<file path="config.mk">
export PLATFORM = sky130hd
export DESIGN_NAME = instr_ctrl
export DESIGN_NICKNAME = d
export VERILOG_FILES = /design/src/rtl/instr_ctrl.sv
export SDC_FILE = /design/constraint.sdc
export NUM_CORES = 1
export LEC_CHECK = 0
export ABC_AREA = 0
export BUFFER_PORTS_ARGS = -buffer_cell sky130_fd_sc_hd__buf_2
export CAP_MARGIN = 20
export CORE_MARGIN = 8
export CORE_UTILIZATION = 40
export CTS_BUF_LIST = sky130_fd_sc_hd__clkbuf_2 sky130_fd_sc_hd__clkbuf_4 sky130_fd_sc_hd__clkbuf_8
export DETAILED_ROUTE_END_ITERATION = 10
export PLACE_DENSITY = 0.75
export REMOVE_ABC_BUFFERS = 1
export SYNTH_ARGS = -nofsm -noshare
export SYNTH_HDL_FRONTEND = slang
export SYNTH_SLANG_ARGS = --single-unit
export TNS_END_PERCENT = 10
</file>
<file path="constraint.sdc">
create_clock -name clk -period 2 [get_ports clk]
set_clock_uncertainty 0.1 [all_clocks]
set_input_delay 0.3 -clock clk [delete_from_list [all_inputs] [get_ports clk]]
set_output_delay 0.3 -clock clk [all_outputs]
set_load 0.01 [all_outputs]
</file>
<file path="src/rtl/instr_ctrl.sv">
// instr_ctrl: multi-cycle fetch/decode/control sequencer for the 16-bit datapath.
//
// state   | meaning
// --------+-------------------------------------------------------------
// FETCH   | read instruction at PC into isr, PC+1 when memory is ready
// DECODE  | classify isr, trap illegal opcodes
// EXEC    | ALU/BR complete; stack ops pre-decrement SP or read stack
// EXEC2   | push/call write the stack; pop/ret post-increment SP
// HALT    | parked until reset
module instr_ctrl #(
  parameter bit HALT_ON_ILLEGAL = 1'b1,
  parameter int CNT_W           = 16
) (
  input  logic             clk,
  input  logic             reset,
  input  logic [15:0]      memout,
  input  logic             mrdy,
  output logic [15:0]      isr,
  output logic             regw,
  output logic             wsel,
  output logic             memw,
  output logic [1:0]       memin,
  output logic             sflag,
  output logic [1:0]       spi,
  output logic             pcen,
  output logic             pcin,
  output logic             pci,
  output logic             marsel,
  output logic             halted,
  output logic             illegal,
  output logic [CNT_W-1:0] retired
);

  typedef enum logic [2:0] {
    S_FETCH  = 3'd0,
    S_DECODE = 3'd1,
    S_EXEC   = 3'd2,
    S_EXEC2  = 3'd3,
    S_HALT   = 3'd4
  } state_t;

  state_t state;

  logic [1:0] cls;
  logic [1:0] sub;
  logic [2:0] funsel;
  logic is_alu, is_br, is_push, is_pushi, is_call, is_pop, is_ret, is_halt, is_ill;

  assign cls      = isr[15:14];
  assign sub      = isr[13:12];
  assign funsel   = isr[13:11];
  assign is_alu   = (cls == 2'b00);
  assign is_br    = (cls == 2'b01);
  assign is_push  = (cls == 2'b10) && (sub == 2'b00);
  assign is_pushi = (cls == 2'b10) && (sub == 2'b01);
  assign is_call  = (cls == 2'b10) && (sub == 2'b10);
  assign is_pop   = (cls == 2'b11) && (sub == 2'b00);
  assign is_ret   = (cls == 2'b11) && (sub == 2'b01);
  assign is_halt  = (cls == 2'b11) && (sub == 2'b10);
  assign is_ill   = (sub == 2'b11) && cls[1];

  // Sequencer state, instruction register, sticky flags and retire counter.
  always_ff @(posedge clk or negedge reset) begin
    if (!reset) begin
      state   <= S_FETCH;
      isr     <= 16'h0000;
      halted  <= 1'b0;
      illegal <= 1'b0;
      retired <= '0;
    end else begin
      case (state)
        S_FETCH: begin
          if (mrdy) begin
            isr   <= memout;
            state <= S_DECODE;
          end
        end
        S_DECODE: begin
          if (is_ill) begin
            illegal <= 1'b1;
            if (HALT_ON_ILLEGAL) begin
              halted <= 1'b1;
              state  <= S_HALT;
            end else begin
              state <= S_FETCH;
            end
          end else begin
            state <= S_EXEC;
          end
        end
        S_EXEC: begin
          if (is_alu || is_br) begin
            retired <= retired + CNT_W'(1);
            state   <= S_FETCH;
          end else if (is_push || is_pushi || is_call) begin
            state <= S_EXEC2;
          end else if (is_pop || is_ret) begin
            if (mrdy) state <= S_EXEC2;
          end else if (is_halt) begin
            retired <= retired + CNT_W'(1);
            halted  <= 1'b1;
            state   <= S_HALT;
          end else begin
            state <= S_FETCH;
          end
        end
        S_EXEC2: begin
          retired <= retired + CNT_W'(1);
          state   <= S_FETCH;
        end
        S_HALT: state <= S_HALT;
        default: state <= S_FETCH;
      endcase
    end
  end

  // Datapath strobes; forced low while reset is asserted so an abort is immediate.
  always_comb begin
    regw   = 1'b0;
    wsel   = 1'b0;
    memw   = 1'b0;
    memin  = 2'd0;
    sflag  = 1'b0;
    spi    = 2'd0;
    pcen   = 1'b0;
    pcin   = 1'b0;
    pci    = 1'b0;
    marsel = 1'b0;
    if (reset) begin
      case (state)
        S_FETCH: begin
          if (mrdy) begin
            pcen = 1'b1;
            pcin = 1'b1;
          end
        end
        S_EXEC: begin
          if (is_alu && (funsel != 3'd0)) begin
            regw  = 1'b1;
            sflag = 1'b1;
          end else if (is_br) begin
            pcen = 1'b1;
            pcin = 1'b1;
            pci  = 1'b1;
          end else if (is_push || is_pushi || is_call) begin
            spi = 2'd2;
          end else if (is_pop || is_ret) begin
            marsel = 1'b1;
            if (mrdy) begin
              regw = is_pop;
              wsel = is_pop;
              pcen = is_ret;
            end
          end
        end
        S_EXEC2: begin
          if (is_push || is_pushi || is_call) begin
            marsel = 1'b1;
            memw   = 1'b1;
            memin  = is_pushi ? 2'd2 : (is_call ? 2'd1 : 2'd0);
            pcen   = is_call;
            pcin   = is_call;
            pci    = is_call;
          end else begin
            spi = 2'd1;
          end
        end
        default: ;
      endcase
    end
  end

endmodule
</file>
==> metrics.txt, run 1 <==
# TYPE chip_impl_metric gauge
chip_impl_info{name="outcome",value="finished, violations left"} 1
chip_impl_info{name="failed_checks",value="setup timing"} 1
chip_impl_info{name="timing.rr.start",value="state[1]"} 1
chip_impl_info{name="cp_top_family",value="simple AND/OR/NAND/NOR gates"} 1
chip_impl_metric{name="postRouteAntennaNets",unit=""} 0
chip_impl_metric{name="starting_drt_drc_count",unit=""} 84
chip_impl_info{name="worst_setup_path_end_kind",value="primary output"} 1
chip_impl_metric{name="grt_first_pass_wirelength",unit="µm"} 7780
chip_impl_metric{name="routed_length_per_instance",unit="µm"} 14.9
chip_impl_info{name="regToRegEndpoint",value="isr[15]"} 1
chip_impl_metric{name="synth_top_area_share",unit="%"} 47.9
chip_impl_metric{name="h-tree-depth",unit=""} 2
chip_impl_metric{name="antenna_cells_inserted",unit=""} 0
chip_impl_metric{name="worst-path-max-fanout",unit=""} 3
chip_impl_info{name="setup.worst_path.class",value="reg -> out"} 1
chip_impl_metric{name="crit_cells",unit=""} 5
chip_impl_metric{name="grt_start_max_net_pins",unit=""} 31
chip_impl_metric{name="clock_path_buffers",unit=""} 2
chip_impl_metric{name="synthDistinctLibCells",unit=""} 44
chip_impl_info{name="root_buffer",value="sky130_fd_sc_hd__clkbuf_8"} 1
chip_impl_metric{name="synth_edf_count",unit=""} 0
chip_impl_metric{name="firstDrtPassIters",unit=""} 4
chip_impl_metric{name="syn_area_per_cell",unit="µm²"} 11.4
chip_impl_metric{name="tns",unit="ns"} -0.138
chip_impl_metric{name="dpl-instance-area",unit="µm²"} 2340
chip_impl_metric{name="yosysSeqAreaShare",unit="%"} 47.9
chip_impl_info{name="synthFlopType",value="sky130_fd_sc_hd__dfrtp_1"} 1
chip_impl_metric{name="effective_utilization_at_floorplan",unit="%"} 41.2
chip_impl_metric{name="route.vias.total",unit=""} 1573
chip_impl_info{name="ys_top_cells_by_area",value="sky130_fd_sc_hd__dfrtp_1, sky130_fd_sc_hd__mux2_2, sky130_fd_sc_hd__xnor2_1, sky130_fd_sc_hd__nand3_1, sky130_fd_sc_hd__nor2_1"} 1
chip_impl_metric{name="io-pin-count",unit=""} 65
chip_impl_metric{name="syn-cell-area",unit="µm²"} 1930
chip_impl_metric{name="finalSetupViolCount",unit=""} 3
chip_impl_metric{name="route.detailed.drc",unit=""} 0
chip_impl_metric{name="layout-drive-gt1-share",unit="%"} 47.2
chip_impl_metric{name="cellLeakagePower",unit="nW"} 1.22
chip_impl_metric{name="synth_simple_gate_area_share",unit="%"} 23.5
chip_impl_info{name="largest_family_of_logic_cells_by_synthesized_area",value="simple AND/OR/NAND/NOR gates"} 1
chip_impl_metric{name="worst_ir_drop_vdd",unit="µV"} 688
chip_impl_metric{name="core_area",unit="µm²"} 4690
chip_impl_metric{name="dieHeight",unit="µm"} 85.5
chip_impl_info{name="yosysTopAreaCell",value="sky130_fd_sc_hd__dfrtp_1"} 1
chip_impl_metric{name="required",unit="ns"} 1.60
chip_impl_metric{name="ys_async_rst_share",unit="%"} 100
chip_impl_metric{name="floorplan.die.width",unit="µm"} 85.5
chip_impl_metric{name="fmax",unit="MHz"} 485
chip_impl_metric{name="worst-r2r-cell-count",unit=""} 5
chip_impl_metric{name="finish.instance_area",unit="µm²"} 2490
chip_impl_metric{name="numClockSinks",unit=""} 37
chip_impl_info{name="hold_path.class",value="in -> reg"} 1
chip_impl_metric{name="hold_violation_count_in_the_final_report",unit=""} 0
chip_impl_metric{name="critPathArrivalTime",unit="ns"} 1.66
chip_impl_metric{name="critical_path_buf_inv_count",unit=""} 1
chip_impl_metric{name="synth_compound_area_share",unit="%"} 7.45
chip_impl_metric{name="clkSlewWorstSetupHoldPaths",unit="ns"} 0.08
chip_impl_metric{name="via_per_inst",unit=""} 5.24
chip_impl_metric{name="syn_inst",unit=""} 170
chip_impl_info{name="worstSetupEndpoint",value="pcen"} 1
chip_impl_info{name="cp-start-kind",value="register"} 1
chip_impl_metric{name="totalWireLength",unit="µm"} 4470
chip_impl_info{name="cts_tree",value="done"} 1
chip_impl_metric{name="grt-ovfl-total",unit=""} 0
chip_impl_metric{name="postLayoutSetupSlackWorst",unit="ns"} -0.0610
chip_impl_metric{name="timing.critical_path.slowest_cell_delay",unit="ns"} 0.39
chip_impl_metric{name="timing.max_cap.violations",unit=""} 0
chip_impl_metric{name="area.growth.synth_to_final",unit="%"} 29.1
chip_impl_metric{name="buffer_ports.inserted",unit=""} 64
chip_impl_metric{name="antenna_found_initial",unit=""} 0
chip_impl_metric{name="post_synth_fa_ha_maj_area_fraction",unit="%"} 0.648
chip_impl_metric{name="power_density",unit="nW/µm²"} 1430
chip_impl_info{name="worstSetupStartpoint",value="state[2]"} 1
chip_impl_info{name="path_cells",value="nand4b_4 > or3b_4 > nor3b_2 > nand2b_1 > buf_2"} 1
chip_impl_metric{name="ys_seq_elements",unit=""} 37
chip_impl_metric{name="yosysWarnings",unit=""} 0
chip_impl_metric{name="worst_skew_pair.late_latency",unit="ns"} 0.28
chip_impl_metric{name="tightest_slew",unit="ns"} 0.377
chip_impl_metric{name="fp.dieArea",unit="µm²"} 7310
chip_impl_metric{name="drv_slew",unit=""} 0
chip_impl_metric{name="gpl.final_weighted_congestion",unit=""} 0.803
chip_impl_metric{name="post-route-period-util",unit="%"} 103
chip_impl_metric{name="grt_pass1_vias",unit=""} 1657
chip_impl_metric{name="row_count",unit=""} 25
chip_impl_metric{name="layout.nets",unit=""} 265
chip_impl_metric{name="post-dp-hpwl",unit="µm"} 3360
chip_impl_metric{name="synth.area.mux_share",unit="%"} 9.91
chip_impl_info{name="grt_setup_unrepaired",value="yes"} 1
chip_impl_metric{name="yosys.area_share.xor_xnor",unit="%"} 6.80
chip_impl_metric{name="cts_made_buffers",unit=""} 5
chip_impl_metric{name="grtUsageTotal",unit="%"} 13.0
chip_impl_info{name="critical_path.slowest_cell",value="sky130_fd_sc_hd__dfrtp_1"} 1
chip_impl_metric{name="period_minus_slack",unit="ns"} 2.06
chip_impl_metric{name="rrSetupSlack",unit="ns"} 0.23
chip_impl_metric{name="headroom_to_the_max_slew_limit",unit="%"} 74.9
## registers in the layout, indices dropped and copies added (netlist names)
signal	cells
illegal	1
retired	16
isr	16
halted	1
state	3
## Yosys cell counts (all sizes together) (2+ instances only)
cell type  count
buf            5
and4           2
nand2b         7
and3           3
nand3b         3
mux2          17
inv            4
xor2           3
nor2          13
and2b          2
nand2         10
dfrtp         37
o21ai          2
clkbuf         3
nor3           3
nand3         10
xnor2         12
a21oi         10
nand4          5
nor3b          3
## stage by stage
stage	setup slack, ns	hold WS, ns	instances	util, %	total power [mW]
finish	-0.0610	0.140	300	53.2	3.57
global route	-0.139	0.124	300	53.2	3.84
CTS	-0.0759	0.130	300	52.9	3.59
detailed placement	0.216	0.212	291	50.0	2.90
global placement	0.237	0.212	291	50.0	2.85
floorplan	0.105	-0.0956	162	-	2.24
## logic make-up after synthesis
logic type	Yosys count
xor gates and xnor gates	15
and+or+nand+nor	68
AOI/OAI and AO/OA	20
muxes	17
buffers and inverters	12
DFF	37
adders and majority gates	1
## power breakdown
group	leakage [nW]	internal, mW	total (mW)	switching [mW]
combinational	0.707	0.799	1.65	0.849
clock	0.0543	0.373	0.644	0.271
sequential	0.460	1.02	1.28	0.258
total	1.22	2.19	3.57	1.38
## what timing repair did
action                     in CTS  in global routing
hold endpoints to repair        7                  0
hold buffers                    1                  0
pin swaps                       1                  0
setup buffers                   0                  0
gates resized for setup         2                  4
setup endpoints to repair       3                  8
## worst min-delay path by stage
stage | start | end | slack, ns | cells past startpoint
3_5_place_dp | reset | isr[15] | 0.21 | 2
3_3_place_gp | reset | isr[15] | 0.21 | 2
4_1_cts | memout[1] | isr[1] | 0.13 | 2
2_1_floorplan | reset | halted | -0.1 | 0
6_report | memout[12] | isr[12] | 0.14 | 2
5_1_grt | memout[1] | isr[1] | 0.12 | 2
## per-layer routing
layer | routed length (µm) | track usage (%)
met5 | 0 | 0
met3 | 390 | 5.16
met2 | 2080 | 20.5
met4 | 33 | 3.82
met1 | 1970 | 16.0
## layout by cell type, fill, tap and decap left out, drive strengths merged, types with 2 or more instances in the layout
cell,count
clkbuf,5
and4,2
a21oi,10
and3,3
nand2,10
mux2,17
nand3b,3
nand4,5
nand2b,7
dfrtp,37
nor3b,3
buf,75
xor2,3
nand3,10
nor2,13
o21ai,2
and2b,2
inv,4
xnor2,12
nor3,3
## layout make-up
type	instances	area (µm²)
timing repair buffer	76	413
fill	422	2200
clock buffer	5	68.8
inverter	4	15.0
multi-input combinational	121	955
clock inverter	3	46.3
tap	54	67.6
sequential	37	930
(Power assumes the default switching activity.)
==> inputs of run 2 (changes only) <==
- clock period: 2 -> 2.25 ns (I/O delays scaled with it)
==> run 2 against run 1 <==
Compared with the run above:
- the flow now finishes without violations
- hold slack improved by 0.041 ns
- first-iteration DRC count decreased by 12%
- cell count decreased by 0.67%
- cell area decreased by 2.0%
- critical path depth unchanged
- die area unchanged
- critical endpoint is now pcin
==> metrics.txt, run 2 (synthesized netlist as in run 1, its figures left out) <==
# TYPE chip_impl_metric gauge
chip_impl_info{name="outcome",value="finished clean"} 1
chip_impl_info{name="highest_count_cells_in_the_layout_ignoring_fill_and_taps",value="sky130_fd_sc_hd__buf_2, sky130_fd_sc_hd__dfrtp_1, sky130_fd_sc_hd__mux2_2, sky130_fd_sc_hd__nor2_1, sky130_fd_sc_hd__xnor2_1"} 1
chip_impl_info{name="path_cells",value="nor4bb_1 > o2bb2ai_1 > a21oi_1 > nor3b_2 > buf_2"} 1
chip_impl_metric{name="antenna_found_initial",unit=""} 0
chip_impl_metric{name="route.detailed.drc",unit=""} 0
chip_impl_metric{name="io-pin-count",unit=""} 65
chip_impl_metric{name="clkSlewWorstSetupHoldPaths",unit="ns"} 0.07
chip_impl_info{name="worstSetupStartpoint",value="isr[14]"} 1
chip_impl_metric{name="fp.dieArea",unit="µm²"} 7310
chip_impl_metric{name="layout-drive-gt1-share",unit="%"} 45.9
chip_impl_info{name="worstSetupEndpoint",value="pcin"} 1
chip_impl_metric{name="totalWireLength",unit="µm"} 4440
chip_impl_info{name="reg.largest.list",value="isr: 16 flops, retired: 16 flops, state: 3 flops"} 1
chip_impl_metric{name="numClockSinks",unit=""} 37
chip_impl_metric{name="effective_utilization_at_floorplan",unit="%"} 41.2
chip_impl_metric{name="clock_path_buffers",unit=""} 2
chip_impl_metric{name="grt_pass1_vias",unit=""} 1682
chip_impl_metric{name="drv_slew",unit=""} 0
chip_impl_metric{name="worst-r2r-cell-count",unit=""} 5
chip_impl_metric{name="cts_made_buffers",unit=""} 5
chip_impl_info{name="cp-start-kind",value="register"} 1
chip_impl_metric{name="whs_path_depth",unit=""} 2
chip_impl_metric{name="place_ws",unit="ns"} 0.379
chip_impl_info{name="cts_tree",value="done"} 1
chip_impl_metric{name="finish.instance_area",unit="µm²"} 2440
chip_impl_metric{name="routed_length_per_instance",unit="µm"} 14.9
chip_impl_info{name="grt_setup_unrepaired",value="no"} 1
chip_impl_metric{name="fin_total_pwr",unit="mW"} 3.04
chip_impl_metric{name="row_count",unit=""} 25
chip_impl_metric{name="worst_ir_drop_vdd",unit="µV"} 662
chip_impl_metric{name="grt-ovfl-total",unit=""} 0
chip_impl_info{name="setup.worst_path.class",value="reg -> out"} 1
chip_impl_metric{name="util_after_layout",unit="%"} 52.1
chip_impl_info{name="worst_setup_path_end_kind",value="primary output"} 1
chip_impl_metric{name="post-dp-hpwl",unit="µm"} 3310
chip_impl_metric{name="buffer_ports.inserted",unit=""} 64
chip_impl_metric{name="fillCellCount",unit=""} 443
chip_impl_metric{name="worst-path-max-fanout",unit=""} 15
chip_impl_metric{name="tns",unit="ns"} 0
chip_impl_metric{name="timing.critical_path.slowest_cell_delay",unit="ns"} 0.51
chip_impl_metric{name="postRouteAntennaNets",unit=""} 0
chip_impl_metric{name="headroom_to_the_max_slew_limit",unit="%"} 69.7
chip_impl_info{name="hold_path.class",value="in -> reg"} 1
chip_impl_metric{name="area.growth.synth_to_final",unit="%"} 26.6
chip_impl_info{name="regToRegEndpoint",value="isr[5]"} 1
chip_impl_metric{name="dieHeight",unit="µm"} 85.5
chip_impl_metric{name="route.vias.total",unit=""} 1566
chip_impl_metric{name="postLayoutSetupSlackWorst",unit="ns"} 0.108
chip_impl_metric{name="fmax",unit="MHz"} 467
chip_impl_metric{name="required",unit="ns"} 1.81
chip_impl_metric{name="post-route-period-util",unit="%"} 95.2
chip_impl_info{name="root_buffer",value="sky130_fd_sc_hd__clkbuf_8"} 1
chip_impl_metric{name="dpl-instance-area",unit="µm²"} 2330
chip_impl_metric{name="cts.repair_timing.setup_buffer_count",unit=""} 0
chip_impl_metric{name="tightest_slew",unit="ns"} 0.454
chip_impl_metric{name="grtUsageTotal",unit="%"} 13.0
chip_impl_metric{name="layout.nets",unit=""} 263
chip_impl_metric{name="cellLeakagePower",unit="nW"} 1.20
chip_impl_metric{name="worst_skew_pair.late_latency",unit="ns"} 0.28
chip_impl_metric{name="grt_first_pass_wirelength",unit="µm"} 7730
chip_impl_metric{name="power_density",unit="nW/µm²"} 1240
chip_impl_metric{name="rrSetupSlack",unit="ns"} 0.46
chip_impl_metric{name="period_minus_slack",unit="ns"} 2.14
chip_impl_metric{name="via_per_inst",unit=""} 5.26
chip_impl_metric{name="timing.max_cap.violations",unit=""} 0
chip_impl_metric{name="h-tree-depth",unit=""} 2
chip_impl_metric{name="starting_drt_drc_count",unit=""} 74
chip_impl_info{name="mostFrequentLayoutCell",value="sky130_fd_sc_hd__buf_2"} 1
chip_impl_metric{name="firstDrtPassIters",unit=""} 6
chip_impl_metric{name="grt_start_max_net_pins",unit=""} 36
chip_impl_metric{name="finalSetupViolCount",unit=""} 0
chip_impl_info{name="timing.rr.start",value="state[1]"} 1
chip_impl_metric{name="antenna_cells_inserted",unit=""} 0
chip_impl_metric{name="critPathArrivalTime",unit="ns"} 1.70
chip_impl_metric{name="gpl.final_weighted_congestion",unit=""} 0.818
chip_impl_metric{name="core_area",unit="µm²"} 4690
chip_impl_metric{name="hold_violation_count_in_the_final_report",unit=""} 0
chip_impl_metric{name="floorplan.die.width",unit="µm"} 85.5
chip_impl_info{name="critical_path.slowest_cell",value="sky130_fd_sc_hd__dfrtp_2"} 1
-- run 2: where the power goes --
group          leakage (nW)  switching [mW]  internal (mW)
registers             0.460           0.231          0.907
logic                 0.686           0.723          0.669
clock network        0.0542           0.229          0.277
-- run 2: area by class of cell --
| type | count | area (µm²) | area share (%) |
|---|---|---|---|
| Sequential cell | 37 | 930 | 38.0 |
| Clock buffer | 7 | 96.3 | 3.94 |
| Multi-Input combinational cell | 121 | 933 | 38.2 |
| Clock inverter | 1 | 5.00 | 0.205 |
| Tap cell | 54 | 67.6 | 2.76 |
| Timing Repair Buffer | 74 | 398 | 16.3 |
| Inverter | 4 | 15.0 | 0.614 |
-- run 2: timing repair --
action                                  in CTS  in global routing
hold buffers                                 1                  0
endpoints found under the setup margin       0                  3
endpoints found under the hold margin        2                  0
resized for setup                            0                  3
-- run 2: worst min path at each step --
stage,startpoint,to
floorplan,reset,halted
global placement,reset,halted
detailed placement,reset,halted
CTS,memout[7],isr[7]
global route,memout[13],isr[13]
finish,memout[11],isr[11]
-- run 2: worst max-delay path: cells and delay by family, from the launching register on --
| family | cells | cell delay (ns) |
|---|---|---|
| AO/OA/AOI/OAI | 2 | 0.30 |
| flip-flops | 1 | 0.51 |
| AND/OR/NAND/NOR | 2 | 0.47 |
| buffers and inverters | 1 | 0.14 |
-- run 2: per-layer routing --
| metal | track usage, % | share of wire [%] | up-vias |
|---|---|---|---|
| met3 | 5.25 | 8.2 | 8 |
| met5 | 0 | 0 | - |
| met1 | 15.0 | 44 | 764 |
| li1 | - | - | 742 |
| met2 | 20.8 | 46 | 52 |
| met4 | 5.41 | 1.4 | 0 |
-- run 2: metrics by stage --
stage                     hold WS (ns)  std cells
after floorplan                -0.0581        162
after global placement           0.207        289
after detailed placement         0.208        289
after CTS                        0.168        298
after global routing             0.169        298
final                            0.182        298
==> inputs of run 3 (changes only) <==
==> constraint.sdc (replaced) <==
create_clock -name clk -period 2.25 [get_ports clk]
set_clock_uncertainty 0.1 [all_clocks]
set_input_delay 0.225 -clock clk [delete_from_list [all_inputs] [get_ports clk]]
set_output_delay 0.225 -clock clk [all_outputs]
set_load 0.01 [all_outputs]
==> run 3 against run 2 <==
Compared with the run above:
- die area unchanged
- sequential power up 7%
- cell area down 1.4%
- worst setup slack improved by 0.016 ns
- routed wire length shrank 2.1%
- clock-buffer cell count decreased by 2
- maximum frequency grew 0.77%
- register-to-register slack better by 0.04 ns
- critical endpoint is now pcen
==> metrics.txt, run 3 (synthesized netlist as in run 1, its figures left out) <==
# TYPE chip_impl_metric gauge
chip_impl_info{name="outcome",value="finished clean"} 1
chip_impl_metric{name="floorplan.die.width",unit="µm"} 85.5
chip_impl_info{name="setup.worst_path.class",value="reg -> out"} 1
chip_impl_metric{name="io-pin-count",unit=""} 65
chip_impl_metric{name="share_seq_of_total_power",unit="%"} 40.7
chip_impl_info{name="reg.largest.list",value="isr: 16 flops, retired: 16 flops, state: 3 flops"} 1
chip_impl_metric{name="clkSlewWorstSetupHoldPaths",unit="ns"} 0.07
chip_impl_metric{name="gr-usage-met1",unit="%"} 13.9
chip_impl_metric{name="finalSetupViolCount",unit=""} 0
chip_impl_metric{name="grtUsageTotal",unit="%"} 12.4
chip_impl_metric{name="route.vias.total",unit=""} 1520
chip_impl_metric{name="antenna_found_initial",unit=""} 0
chip_impl_metric{name="gpl.final_weighted_congestion",unit=""} 0.807
chip_impl_metric{name="post-route-period-util",unit="%"} 94.5
chip_impl_metric{name="row_count",unit=""} 25
chip_impl_metric{name="power.combinational.fraction",unit="%"} 41.3
chip_impl_info{name="cts_tree",value="done"} 1
chip_impl_metric{name="required",unit="ns"} 1.92
chip_impl_metric{name="route.detailed.drc",unit=""} 0
chip_impl_metric{name="area.growth.synth_to_final",unit="%"} 24.7
chip_impl_metric{name="h-tree-depth",unit=""} 2
chip_impl_metric{name="timing.critical_path.slowest_cell_delay",unit="ns"} 0.48
chip_impl_metric{name="post-dp-hpwl",unit="µm"} 3210
chip_impl_metric{name="grt_start_max_net_pins",unit=""} 36
chip_impl_info{name="grt_setup_unrepaired",value="no"} 1
chip_impl_metric{name="totalWireLength",unit="µm"} 4350
chip_impl_info{name="cp_top_family",value="simple AND/OR/NAND/NOR gates"} 1
chip_impl_metric{name="routed_length_per_instance",unit="µm"} 14.9
chip_impl_metric{name="buffer_ports.inserted",unit=""} 64
chip_impl_metric{name="tns",unit="ns"} 0
chip_impl_metric{name="worst-path-max-fanout",unit=""} 10
chip_impl_metric{name="dpl-instance-area",unit="µm²"} 2290
chip_impl_metric{name="effective_utilization_at_floorplan",unit="%"} 41.2
chip_impl_metric{name="firstDrtPassIters",unit=""} 6
chip_impl_metric{name="clock_path_buffers",unit=""} 2
chip_impl_metric{name="numClockSinks",unit=""} 37
chip_impl_metric{name="worst_skew_pair.late_latency",unit="ns"} 0.28
chip_impl_metric{name="place_ws",unit="ns"} 0.338
chip_impl_metric{name="drv_slew",unit=""} 0
chip_impl_metric{name="global_route.usage.met2",unit="%"} 20.2
chip_impl_metric{name="grt-ovfl-total",unit=""} 0
chip_impl_metric{name="grt_pass1_vias",unit=""} 1605
chip_impl_info{name="mostFrequentLayoutCell",value="sky130_fd_sc_hd__buf_2"} 1
chip_impl_metric{name="cellLeakagePower",unit="nW"} 1.17
chip_impl_metric{name="cts_made_buffers",unit=""} 5
chip_impl_metric{name="hold_violation_count_in_the_final_report",unit=""} 0
chip_impl_metric{name="dieHeight",unit="µm"} 85.5
chip_impl_metric{name="core_area",unit="µm²"} 4690
chip_impl_metric{name="p_int",unit="mW"} 1.85
chip_impl_metric{name="share_clk_of_total_power",unit="%"} 18.0
chip_impl_metric{name="power_switching",unit="mW"} 1.16
chip_impl_metric{name="sw_frac_of_total",unit="%"} 38.5
chip_impl_metric{name="power_density",unit="nW/µm²"} 1250
chip_impl_metric{name="fillCellCount",unit=""} 431
chip_impl_info{name="hold_path.class",value="in -> async"} 1
chip_impl_info{name="globalRoute.busiestLayer",value="met2"} 1
chip_impl_info{name="path_cells",value="nand4b_4 > or3b_4 > nor3b_2 > nand2b_1 > buf_2"} 1
chip_impl_metric{name="groute.layer.met3.usage",unit="%"} 5.92
chip_impl_metric{name="post_placement_cell_count",unit=""} 284
chip_impl_metric{name="tightest_slew",unit="ns"} 0.520
chip_impl_metric{name="worst_ir_drop_vdd",unit="µV"} 617
chip_impl_metric{name="period_minus_slack",unit="ns"} 2.13
chip_impl_info{name="worst_setup_path_end_kind",value="primary output"} 1
chip_impl_metric{name="grt_first_pass_wirelength",unit="µm"} 7290
chip_impl_metric{name="fp.dieArea",unit="µm²"} 7310
chip_impl_metric{name="timing.max_cap.violations",unit=""} 0
chip_impl_metric{name="headroom_to_the_max_slew_limit",unit="%"} 65.4
chip_impl_info{name="root_buffer",value="sky130_fd_sc_hd__clkbuf_8"} 1
chip_impl_metric{name="fmax",unit="MHz"} 470
chip_impl_metric{name="layout-drive-gt1-share",unit="%"} 44.5
chip_impl_metric{name="via_per_inst",unit=""} 5.21
chip_impl_metric{name="util_after_layout",unit="%"} 51.4
chip_impl_metric{name="antenna_cells_inserted",unit=""} 0
chip_impl_metric{name="postRouteAntennaNets",unit=""} 0
chip_impl_metric{name="cts.repair_timing.setup_buffer_count",unit=""} 0
chip_impl_metric{name="starting_drt_drc_count",unit=""} 62
chip_impl_metric{name="post_layout_nonfiller_instances",unit=""} 292
chip_impl_metric{name="rrSetupSlack",unit="ns"} 0.50
chip_impl_info{name="critical_path.slowest_cell",value="sky130_fd_sc_hd__dfrtp_2"} 1
chip_impl_metric{name="layout.nets",unit=""} 258
chip_impl_metric{name="critical_path_buf_inv_count",unit=""} 1
chip_impl_metric{name="postLayoutSetupSlackWorst",unit="ns"} 0.124
chip_impl_metric{name="finish.instance_area",unit="µm²"} 2410
chip_impl_info{name="highest_count_cells_in_the_layout_ignoring_fill_and_taps",value="sky130_fd_sc_hd__buf_2, sky130_fd_sc_hd__dfrtp_1, sky130_fd_sc_hd__mux2_2, sky130_fd_sc_hd__nor2_1, sky130_fd_sc_hd__xnor2_1"} 1
chip_impl_info{name="cp-start-kind",value="register"} 1
chip_impl_metric{name="critPathArrivalTime",unit="ns"} 1.80
==> run 3: cell count changes in the layout (fill, tap and decap cells not counted), sizes merged <==
cell    before  now
buf         73   68
bufinv       0    1
clkbuf       7    5
==> run 3: power by group through the flow <==
stage / sequential, mW / clock [mW] / combinational (mW)
2_1_floorplan: 1.29 / 0 / 0.696
3_3_place_gp: 1.22 / 0 / 1.24
6_report: 1.22 / 0.543 / 1.24
5_1_grt: 1.28 / 0.592 / 1.38
4_1_cts: 1.22 / 0.565 / 1.26
3_5_place_dp: 1.23 / 0 / 1.26
==> run 3: area by class of cell <==
| cell class | instances | area (µm²) | area share (%) |
|---|---|---|---|
| clock inverters | 2 | 35.0 | 1.45 |
| flip-flops and latches | 37 | 930 | 38.6 |
| well taps | 54 | 67.6 | 2.80 |
| repair buffers | 69 | 360 | 15.0 |
| clock buffers | 5 | 68.8 | 2.86 |
| multi-input cells | 121 | 933 | 38.7 |
| inverters | 4 | 15.0 | 0.623 |
==> run 3: metal layers <==
layer,part of all wire (%),vias to the layer above
met5,0,-
met1,42,723
li1,-,730
met3,9.1,6
met2,47,61
met4,1.3,0
==> run 3: metrics by stage <==
stage	power [mW]	hold WS, ns
floorplan	1.99	-0.171
global placement	2.45	-0.0108
detailed placement	2.49	-0.00752
CTS	3.04	0.0586
global route	3.25	0.0526
finish	3.01	0.0523
==> run 3: repair_timing <==
item / in CTS / in global routing
hold buffers: 1 / 0
endpoints found under the setup margin: 0 / 2
endpoints found under the hold margin: 2 / 0
resized for setup: 0 / 3
==> run 3: final timing paths <==
check                           startpoint     endpoint  cells past startpoint
worst max-delay path              state[2]         pcen                      5
worst min-delay path                 reset       isr[9]                      2
worst max register to register     isr[14]  retired[11]                      4
worst min register to register      halted       halted                      1
max in group asynchronous            reset      illegal                      2
min in group clk                 memout[4]       isr[4]                      2
==> run 3: worst reg2reg max path: stages (launching register included) <==
cell and delay, ns:
sky130_fd_sc_hd__dfrtp_1 0.67, sky130_fd_sc_hd__nand3b_4 0.17, sky130_fd_sc_hd__a211oi_4 0.39, sky130_fd_sc_hd__nand4_1 0.16, sky130_fd_sc_hd__xnor2_1 0.15
